### config.mk
export PLATFORM = sky130hd
export DESIGN_NAME = sram_req_arbiter
export DESIGN_NICKNAME = d
export VERILOG_FILES = /design/src/rtl/sram_arb_pkg.sv /design/src/rtl/sram_arb_id_fifo.sv /design/src/rtl/sram_req_arbiter.sv
export SDC_FILE = /design/constraint.sdc
export NUM_CORES = 1
export LEC_CHECK = 0
export ABC_AREA = 0
export CAP_MARGIN = 20
export CORE_AREA = 2 2 126 128
export CTS_CLUSTER_SIZE = 20
export DETAILED_ROUTE_END_ITERATION = 7
export DIE_AREA = 0 0 128 130
export GPL_TIMING_DRIVEN = 0
export PLACE_DENSITY = 0.51
export SLEW_MARGIN = 20
export SYNTH_ARGS = -nofsm -noshare
export SYNTH_HDL_FRONTEND = slang
export SYNTH_SLANG_ARGS = --single-unit
### constraint.sdc
create_clock -name clk -period 1.7 [get_ports clk]
set_input_delay 0.34 -clock clk [delete_from_list [all_inputs] [get_ports clk]]
set_output_delay 0.34 -clock clk [all_outputs]
set_load 0.02 [all_outputs]
### src/rtl/sram_arb_pkg.sv
// sram_arb_pkg: shared definitions for the sram request arbiter.
//   - owner IDs stored in the in-order response FIFO
//   - request-side FSM state encoding
//   - access size encodings carried on the *_size buses
package sram_arb_pkg;

   localparam logic ID_INST = 1'b0;
   localparam logic ID_DATA = 1'b1;

   typedef enum logic [1:0] {
      ST_IDLE   = 2'd0,
      ST_LOCK_I = 2'd1,
      ST_LOCK_D = 2'd2
   } arb_state_t;

   localparam logic [1:0] SZ_BYTE = 2'd0;
   localparam logic [1:0] SZ_HALF = 2'd1;
   localparam logic [1:0] SZ_WORD = 2'd2;

endpackage

### src/rtl/sram_arb_id_fifo.sv
// sram_arb_id_fifo: in-order FIFO of 1-bit owner IDs, one per accepted
// transaction still waiting for its data_ok.
// Ports:
//   clk, resetn    clock, asynchronous active-low reset (empties the FIFO)
//   push, push_id  enqueue push_id (ignored when full)
//   pop            dequeue the head (ignored when empty)
//   head           owner ID at the head
//   full, empty    status from the registered pointers
module sram_arb_id_fifo
   import sram_arb_pkg::*;
#(
   parameter int OUTSTANDING = 2
) (
   input  logic clk,
   input  logic resetn,
   input  logic push,
   input  logic push_id,
   input  logic pop,
   output logic head,
   output logic full,
   output logic empty
);

   // Index bits plus one wrap bit. IS keeps index vectors legal at depth 1.
   localparam int IW = (OUTSTANDING > 1) ? $clog2(OUTSTANDING) : 0;
   localparam int IS = (IW > 0) ? IW : 1;

   logic [IW:0]             wr_ptr;
   logic [IW:0]             rd_ptr;
   logic [IW:0]             used;
   logic [IS-1:0]           wr_idx;
   logic [IS-1:0]           rd_idx;
   logic [OUTSTANDING-1:0]  mem;

   generate
      if (IW == 0) begin : g_single
         assign wr_idx = '0;
         assign rd_idx = '0;
      end else begin : g_multi
         assign wr_idx = wr_ptr[IS-1:0];
         assign rd_idx = rd_ptr[IS-1:0];
      end
   endgenerate

   // Equal index with differing wrap bit is exactly a pointer distance of
   // OUTSTANDING, which is how full is computed here.
   assign used  = wr_ptr - rd_ptr;
   assign full  = (used == (IW+1)'(OUTSTANDING));
   assign empty = (wr_ptr == rd_ptr);
   assign head  = mem[rd_idx];

   always_ff @(posedge clk or negedge resetn) begin
      if (!resetn) begin
         wr_ptr <= '0;
         rd_ptr <= '0;
         mem    <= '0;
      end else begin
         if (push && !full) begin
            mem[wr_idx] <= push_id;
            wr_ptr      <= wr_ptr + 1'b1;
         end
         if (pop && !empty) begin
            rd_ptr <= rd_ptr + 1'b1;
         end
      end
   end

endmodule

### src/rtl/sram_req_arbiter.sv
// sram_req_arbiter: shares one sram-like master port between the
// instruction-fetch and data (MEM) requesters.
// Handshake: a requester holds req and its fields stable until addr_ok;
// a request is accepted in any cycle with m_req & m_addr_ok, and each
// accepted request later receives exactly one m_data_ok, in order.
// Ports:
//   clk, resetn              clock, asynchronous active-low reset
//   inst_* / data_*          requester request fields, addr_ok/data_ok/rdata
//   m_*                      shared master port
//   proto_err                sticky: m_data_ok seen with nothing outstanding
//   fsm_state                request-side FSM state (debug)
module sram_req_arbiter
   import sram_arb_pkg::*;
#(
   parameter int OUTSTANDING = 2
) (
   input  logic        clk,
   input  logic        resetn,
   input  logic        inst_req,
   input  logic        inst_wr,
   input  logic [1:0]  inst_size,
   input  logic [3:0]  inst_wstrb,
   input  logic [31:0] inst_addr,
   input  logic [31:0] inst_wdata,
   output logic        inst_addr_ok,
   output logic        inst_data_ok,
   output logic [31:0] inst_rdata,
   input  logic        data_req,
   input  logic        data_wr,
   input  logic [1:0]  data_size,
   input  logic [3:0]  data_wstrb,
   input  logic [31:0] data_addr,
   input  logic [31:0] data_wdata,
   output logic        data_addr_ok,
   output logic        data_data_ok,
   output logic [31:0] data_rdata,
   output logic        m_req,
   output logic        m_wr,
   output logic [1:0]  m_size,
   output logic [3:0]  m_wstrb,
   output logic [31:0] m_addr,
   output logic [31:0] m_wdata,
   input  logic        m_addr_ok,
   input  logic        m_data_ok,
   input  logic [31:0] m_rdata,
   output logic        proto_err,
   output arb_state_t  fsm_state
);

   arb_state_t state, state_next;
   logic grant_i, grant_d;
   logic accept, pop;
   logic fifo_head, fifo_full, fifo_empty;

   always_ff @(posedge clk or negedge resetn) begin
      if (!resetn) begin
         state <= ST_IDLE;
      end else begin
         state <= state_next;
      end
   end

   // Grant and next state. In a LOCK state the grant follows only the locked
   // requester; if it withdraws, m_req drops and the FSM falls back to IDLE.
   always_comb begin
      grant_i    = 1'b0;
      grant_d    = 1'b0;
      state_next = ST_IDLE;
      unique case (state)
         ST_IDLE: begin
            if (!fifo_full) begin
               if (data_req)      grant_d = 1'b1;
               else if (inst_req) grant_i = 1'b1;
            end
         end
         ST_LOCK_I: grant_i = inst_req;
         ST_LOCK_D: grant_d = data_req;
         default: ;
      endcase
      if ((grant_i || grant_d) && !m_addr_ok) begin
         state_next = grant_d ? ST_LOCK_D : ST_LOCK_I;
      end
   end

   assign m_req   = grant_i | grant_d;
   assign accept  = m_req & m_addr_ok;
   assign m_wr    = (grant_d & data_wr) | (grant_i & inst_wr);
   assign m_size  = ({2{grant_d}} & data_size)   | ({2{grant_i}} & inst_size);
   assign m_wstrb = ({4{grant_d}} & data_wstrb)  | ({4{grant_i}} & inst_wstrb);
   assign m_addr  = ({32{grant_d}} & data_addr)  | ({32{grant_i}} & inst_addr);
   assign m_wdata = ({32{grant_d}} & data_wdata) | ({32{grant_i}} & inst_wdata);

   assign inst_addr_ok = grant_i & m_addr_ok;
   assign data_addr_ok = grant_d & m_addr_ok;

   sram_arb_id_fifo #(
      .OUTSTANDING(OUTSTANDING)
   ) u_id_fifo (
      .clk     (clk),
      .resetn  (resetn),
      .push    (accept),
      .push_id (grant_d ? ID_DATA : ID_INST),
      .pop     (pop),
      .head    (fifo_head),
      .full    (fifo_full),
      .empty   (fifo_empty)
   );

   // Responses are routed by the oldest outstanding owner, with no latency.
   assign pop          = m_data_ok & ~fifo_empty;
   assign inst_data_ok = pop & (fifo_head == ID_INST);
   assign data_data_ok = pop & (fifo_head == ID_DATA);
   assign inst_rdata   = inst_data_ok ? m_rdata : 32'h0;
   assign data_rdata   = data_data_ok ? m_rdata : 32'h0;

   always_ff @(posedge clk or negedge resetn) begin
      if (!resetn) begin
         proto_err <= 1'b0;
      end else if (m_data_ok && fifo_empty) begin
         proto_err <= 1'b1;
      end
   end

   assign fsm_state = state;

endmodule

[Word-level counts from Yosys, hierarchy flattened]
Cells that the tools add are included.
Word-level totals
  register bits: 9
  output and inout port bits: 143
  logic and storage cells: 66
Operators by class
  add/subtract/negate cells: 3
  $lt $le $gt $ge: 3
  equal/unequal tests: 4
  mux-type cells: 17
  bitwise logic cells: 24
  reduce and logical (&&, ||, !) cells: 10
Operator list (count)
  32-bit bitwise AND: 4
  32-bit two-way mux: 2
  32-bit OR: 2
  1-bit two-way mux: 9
  1-bit bitwise AND: 8
  4-bit bitwise AND: 2
  1-bit logical AND: 5
  2-bit by 1-bit adder with 2-bit output (second input constant): 2
  2-bit bitwise AND: 2
  2-bit equality test (second input constant): 2
  1-bit by 2-bit < comparator with 1-bit output (second input constant): 2
  2-bit two-way mux: 2
  4-bit OR: 1
  1-bit case mux with 2 select lines: 2
  1-bit logical NOT: 3
  2-bit bitwise mux: 1
  2-bit by 1-bit equality test with 1-bit output (second input constant): 1
  2-bit equality test: 1
  2-bit logical NOT: 1
  1-bit NOT: 2
  1-bit OR: 2
  2-bit OR: 1
  2-bit subtractor: 1
  1-bit demux with 1-bit select: 1
  other kinds (2): 2

[Logic depth before layout (Yosys ltp)]
  depth after elaboration: 7
  depth in mapped cells: 7
  gate-level depth less buffers: 4

[Hierarchy]
Synthesis repeated with hierarchy kept, for this count alone.
Second synthesis, totals
  cell total of the unflattened synthesis: 377
  area total of the unflattened synthesis: 2932.8 um2
Modules (own cells, without submodules)
  sram_req_arbiter: instances 1, cells an instance 343, area an instance 2587.5 um2, sequential area each 75.1 um2
  sram_arb_id_fifo: instances 1, cells an instance 34, area an instance 345.3 um2, sequential area each 150.1 um2

[Least setup slack after synthesis]
Ideal clock, no wire load.
  path type: reg-to-output
  start: register u_id_fifo.rd_ptr[0]
  end: output port m_addr[10]
  data arrival time: 1.549 ns
  required time: 1.360 ns
  path slack: -0.189 ns
  stages on the path, launching flop included: 8
  path through: dfrtp_1 buf_2 xnor2_1 nand2_1 o21a_1 buf_4 buf_2 a22o_1
On the way
  word-level cells in the longest chain between the ends: 6
  elaborated cells between the ends (all ways): 9
  classes of those cells: add/sub: 1; eq/ne: 1; mux: 4; bitwise: 3
RTL lines
  start, declared: RTL line sram_arb_id_fifo.sv:29  | logic [IW:0] rd_ptr;
  start signal, assigned: RTL line sram_arb_id_fifo.sv:63  | rd_ptr <= rd_ptr + 1'b1;
  2-bit subtractor *: RTL line sram_arb_id_fifo.sv:47  | assign used = wr_ptr - rd_ptr;
  2-bit equality test *: RTL line sram_arb_id_fifo.sv:48  | assign full = (used == (IW+1)'(OUTSTANDING));
  1-bit two-way mux: RTL line sram_req_arbiter.sv:71  | if (!fifo_full) begin
  1-bit case mux with 2 select lines: RTL line sram_req_arbiter.sv:69  | unique case (state)
  32-bit bitwise AND: RTL line sram_req_arbiter.sv:90  | assign m_addr = ({32{grant_d}} & data_addr) | ({32{grant_i}} & inst_addr);
  32-bit OR *: RTL line sram_req_arbiter.sv:90
  end, declared: RTL line sram_req_arbiter.sv:41  | output logic [31:0] m_addr,
Mark *: on every way between the ends. The rest lies on a longest branch, timed or not.

[Final worst setup path]
  start: register u_id_fifo.wr_ptr[1]
  end: output port m_wdata[24]
On the way
  word-level cells in the longest chain between the ends: 6
  elaborated cells between the ends (all ways): 9
  classes of those cells: add/sub: 1; eq/ne: 1; mux: 4; bitwise: 3
RTL lines
  start, declared: RTL line sram_arb_id_fifo.sv:28  | logic [IW:0] wr_ptr;
  start signal, assigned: RTL line sram_arb_id_fifo.sv:60  | wr_ptr <= wr_ptr + 1'b1;
  2-bit subtractor *: RTL line sram_arb_id_fifo.sv:47
  2-bit equality test *: RTL line sram_arb_id_fifo.sv:48
  1-bit two-way mux: RTL line sram_req_arbiter.sv:71
  1-bit case mux with 2 select lines: RTL line sram_req_arbiter.sv:69
  32-bit bitwise AND: RTL line sram_req_arbiter.sv:91  | assign m_wdata = ({32{grant_d}} & data_wdata) | ({32{grant_i}} & inst_wdata);
  32-bit OR *: RTL line sram_req_arbiter.sv:91
  end, declared: RTL line sram_req_arbiter.sv:42  | output logic [31:0] m_wdata,
Marked as above.

==> results.sh <==
export IMPL_status="finished, violations left"
export IMPL_violations="setup timing"
export IMPL_gp_congestion=0.7634
export IMPL_cap_violations=0
export IMPL_syn_area_sq_um=1599
export IMPL_rr_worst_depth=7
export IMPL_holdBufCountCts=0
export IMPL_crit_path_end="m_wdata[24]"
export IMPL_drt_total_wl_microns=12800
export IMPL_dp_hpwl_microns=10320
export IMPL_vias=3105
export IMPL_synth_area_leaders="a22o_1 39%, and2_1 26%, dfrtp_1 14%"
export IMPL_finalSetupViolations=140
export IMPL_synthCells=202
export IMPL_crit_family="buffers and inverters"
export IMPL_fin_crit_sh_pct=134.8
export IMPL_grt_setup_unrepaired="true"
export IMPL_worst_setup_path_type="reg2out"
export IMPL_finalSetupTns_ns=-69.60
export IMPL_drtIter0Drc=34
export IMPL_report_final_slew_viol_count=0
export IMPL_dieArea_sq_um=16640
export IMPL_cts_buffer_depth=2
export IMPL_grt_max_degree=11
export IMPL_power_leakage_nw=3.050
export IMPL_synth_warnings=0
export IMPL_r2r_start="u_id_fifo.wr_ptr[1]"
export IMPL_worstMarginPinSlew_ns=0.4389
export IMPL_period_minus_slack_ns=2.291
export IMPL_viasPerCell=4.096
export IMPL_area_growth_pct=309.7
export IMPL_io_pins=323
export IMPL_worst_setup_path_end_kind="output port"
export IMPL_synth_fp_nets=382
export IMPL_reg2reg_to="fsm_state[0]"
export IMPL_hold_violations=0
export IMPL_ys_seq_area_share_pct=14.08
export IMPL_die_x_microns=128
export IMPL_clkLatencyLatePin_ns=0.24
export IMPL_cp_slowest_cell="dfrtp_1"
export IMPL_critPathMaxStageDelay_ns=0.40
export IMPL_ir_drop_mv=0.6082
export IMPL_hold_class="in2async"
export IMPL_fp_dieH_microns=130
export IMPL_tritoncts="done"
export IMPL_crit_start="u_id_fifo.wr_ptr[1]"
export IMPL_crit_required_ns=1.36
export IMPL_overflow=0
export IMPL_crit_fanout=10
export IMPL_routedWlPerCell_microns=16.88
export IMPL_rrSetupSlack_ns=0.10
export IMPL_grt_pass1_wl_microns=17860
export IMPL_whs_ns=0.4179
export IMPL_cts_buffers_inserted=3
export IMPL_clk_pin_slew_ns=0.04
export IMPL_synth_top_area_share_pct=39.44
export IMPL_slew_headroom_pct=70.65
export IMPL_fmax_mhz=436.4
export IMPL_grt_pass1_vias=3200
export IMPL_htree_levels=1
export IMPL_drive_gt1_share_pct=62.37
export IMPL_nets=747
export IMPL_final_setup_worst_slack_ns=-0.5914
export IMPL_synthDistinctLibCells=24
export IMPL_cts_sinks=9
export IMPL_core_sq_um=15420
export IMPL_place_ws_ns=-1.059
export IMPL_start_util_pct=10.37
export IMPL_first_pass_iters=6
export IMPL_cp_arrival_ns=1.95
export IMPL_antennaDiodeCount=0
export IMPL_ys_seq_elements=9
export IMPL_ant_nets=0
export IMPL_fin_util_pct=42.47
export IMPL_cp_depth=8
export IMPL_track_usage_pct=13.84
export IMPL_power_mw=10.78
export IMPL_crit_chain="xor2_2, buf_4, a21oi_2, o21a_1, buf_8, buf_8, a22o_4, buf_4"
export IMPL_num_rows=46
export IMPL_avgSynthCellArea_sq_um=7.916
export IMPL_antenna_found_initial=0
export IMPL_critPathLaunchType="flop"
export IMPL_drc_errors=0
export IMPL_clockRootBuffer="clkbuf_16"
export IMPL_synth_top_cell_by_area="a22o_1"
export IMPL_p_per_area_nw_per_um2=1645
export IMPL_numPortBuffers=322
export IMPL_crit_buf_inv=4
export IMPL_finClkSkew_ns=0.003119
worst reg2reg max path, stage by stage, from the launching register on:
cell     delay (ns)
dfrtp_1        0.40
xor2_2         0.19
buf_4          0.15
a21oi_2        0.11
o21a_1         0.19
buf_8          0.18
buf_8          0.17
nor2b_1        0.14
report_power, final:
group          switching, mW  total [mW]  internal, mW  leakage [nW]
Combinational           4.34        9.98          5.64          2.91
Sequential            0.0782       0.382         0.304         0.106
Clock                  0.103       0.416         0.313        0.0382
Total                   4.52        10.8          6.25          3.05
Yosys cell counts:
library cell	instances
a21o_1	1
a21oi_1	3
a22o_1	72
a31oi_1	1
and2_1	66
and3_1	1
buf_2	17
buf_4	1
clkbuf_1	6
dfrtp_1	9
mux2_2	1
mux2i_1	1
nand2_1	1
nand3_1	1
nand4_1	1
nand4b_1	1
nor2_1	3
nor2b_1	5
o21a_1	2
o21ai_1	1
or2_2	2
xnor2_1	4
xor2_1	1
xor2_2	1
how the worst min path moves through the flow:
stage                   start                   to  slack [ns]  depth (start not counted)
floorplan              resetn         fsm_state[0]        0.04                          0
global placement    proto_err            proto_err        0.45                          1
detailed placement  proto_err            proto_err        0.46                          1
CTS                    resetn            proto_err        0.43                          1
global route           resetn            proto_err        0.45                          1
finish                 resetn  u_id_fifo.wr_ptr[1]        0.42                          1
cell type report:
class	count	area, sq um
buffer	23	334.1
clock buffer	4	78.83
fill	1492	8874
multi-input combinational	169	2115
sequential	9	225.2
tap	192	240.2
timing repair buffer	361	3558
registers in the layout (all words and copies together) (netlist names):
register          cells
fsm_state             2
proto_err             1
u_id_fifo.mem         2
u_id_fifo.rd_ptr      2
u_id_fifo.wr_ptr      2
through the flow:
step / cells / instance area, sq um
2_1_floorplan: 202 / 2394
3_3_place_gp: 716 / 5857
3_5_place_dp: 716 / 5857
4_1_cts: 752 / 6260
5_1_grt: 758 / 6551
6_report: 758 / 6551
kinds of logic after synthesis:
group | Yosys count | share of synthesized area [%]
mux | 2 | 1.330
compound gates | 80 | 42.49
simple gates | 81 | 31.14
xor+xnor | 6 | 3.756
flops | 9 | 14.08
buf+inv | 24 | 7.199
cell usage in the layout (no fill, tap or decap):
cell / count
clkdlybuf4s50_1: 182
buf_6: 113
a22o_4: 68
and2_4: 66
buf_4: 36
buf_2: 23
buf_8: 16
dfrtp_1: 9
clkbuf_2: 7
clkbuf_16: 5
buf_12: 4
a22o_1: 4
nor2b_1: 3
xnor2_1: 3
nor2_1: 2
a21oi_1: 2
xor2_2: 1
xor2_4: 1
o21ai_4: 1
mux2i_4: 1
nor2_4: 1
nor2b_4: 1
xnor2_4: 1
a21oi_2: 1
o21a_1: 1
nand2_2: 1
nor2b_2: 1
o21a_4: 1
or2_4: 1
a21o_1: 1
or2_2: 1
nand4_1: 1
and3_1: 1
a31oi_1: 1
nand4b_1: 1
mux2_2: 1
nand3_1: 1
clkbuf_1: 1
clkbuf_4: 1
layer usage:
metal  track usage, %  part of all wire [%]  vias to the layer above
met5                0                     0                        -
met4            2.909                  0.42                        0
met3            5.658                    11                        4
met2            28.53                    57                      191
met1            12.58                    31                     1427
li1                 -                     -                     1483
what timing repair did:
action | CTS | global route
endpoints found under the setup margin | 140 | 141
buffers inserted | 26 | 8
gates cloned | 6 | 2
resized for setup | 773 | 122
pin swaps | 28 | 19
Note: power is estimated with default switching activity, not from simulation.
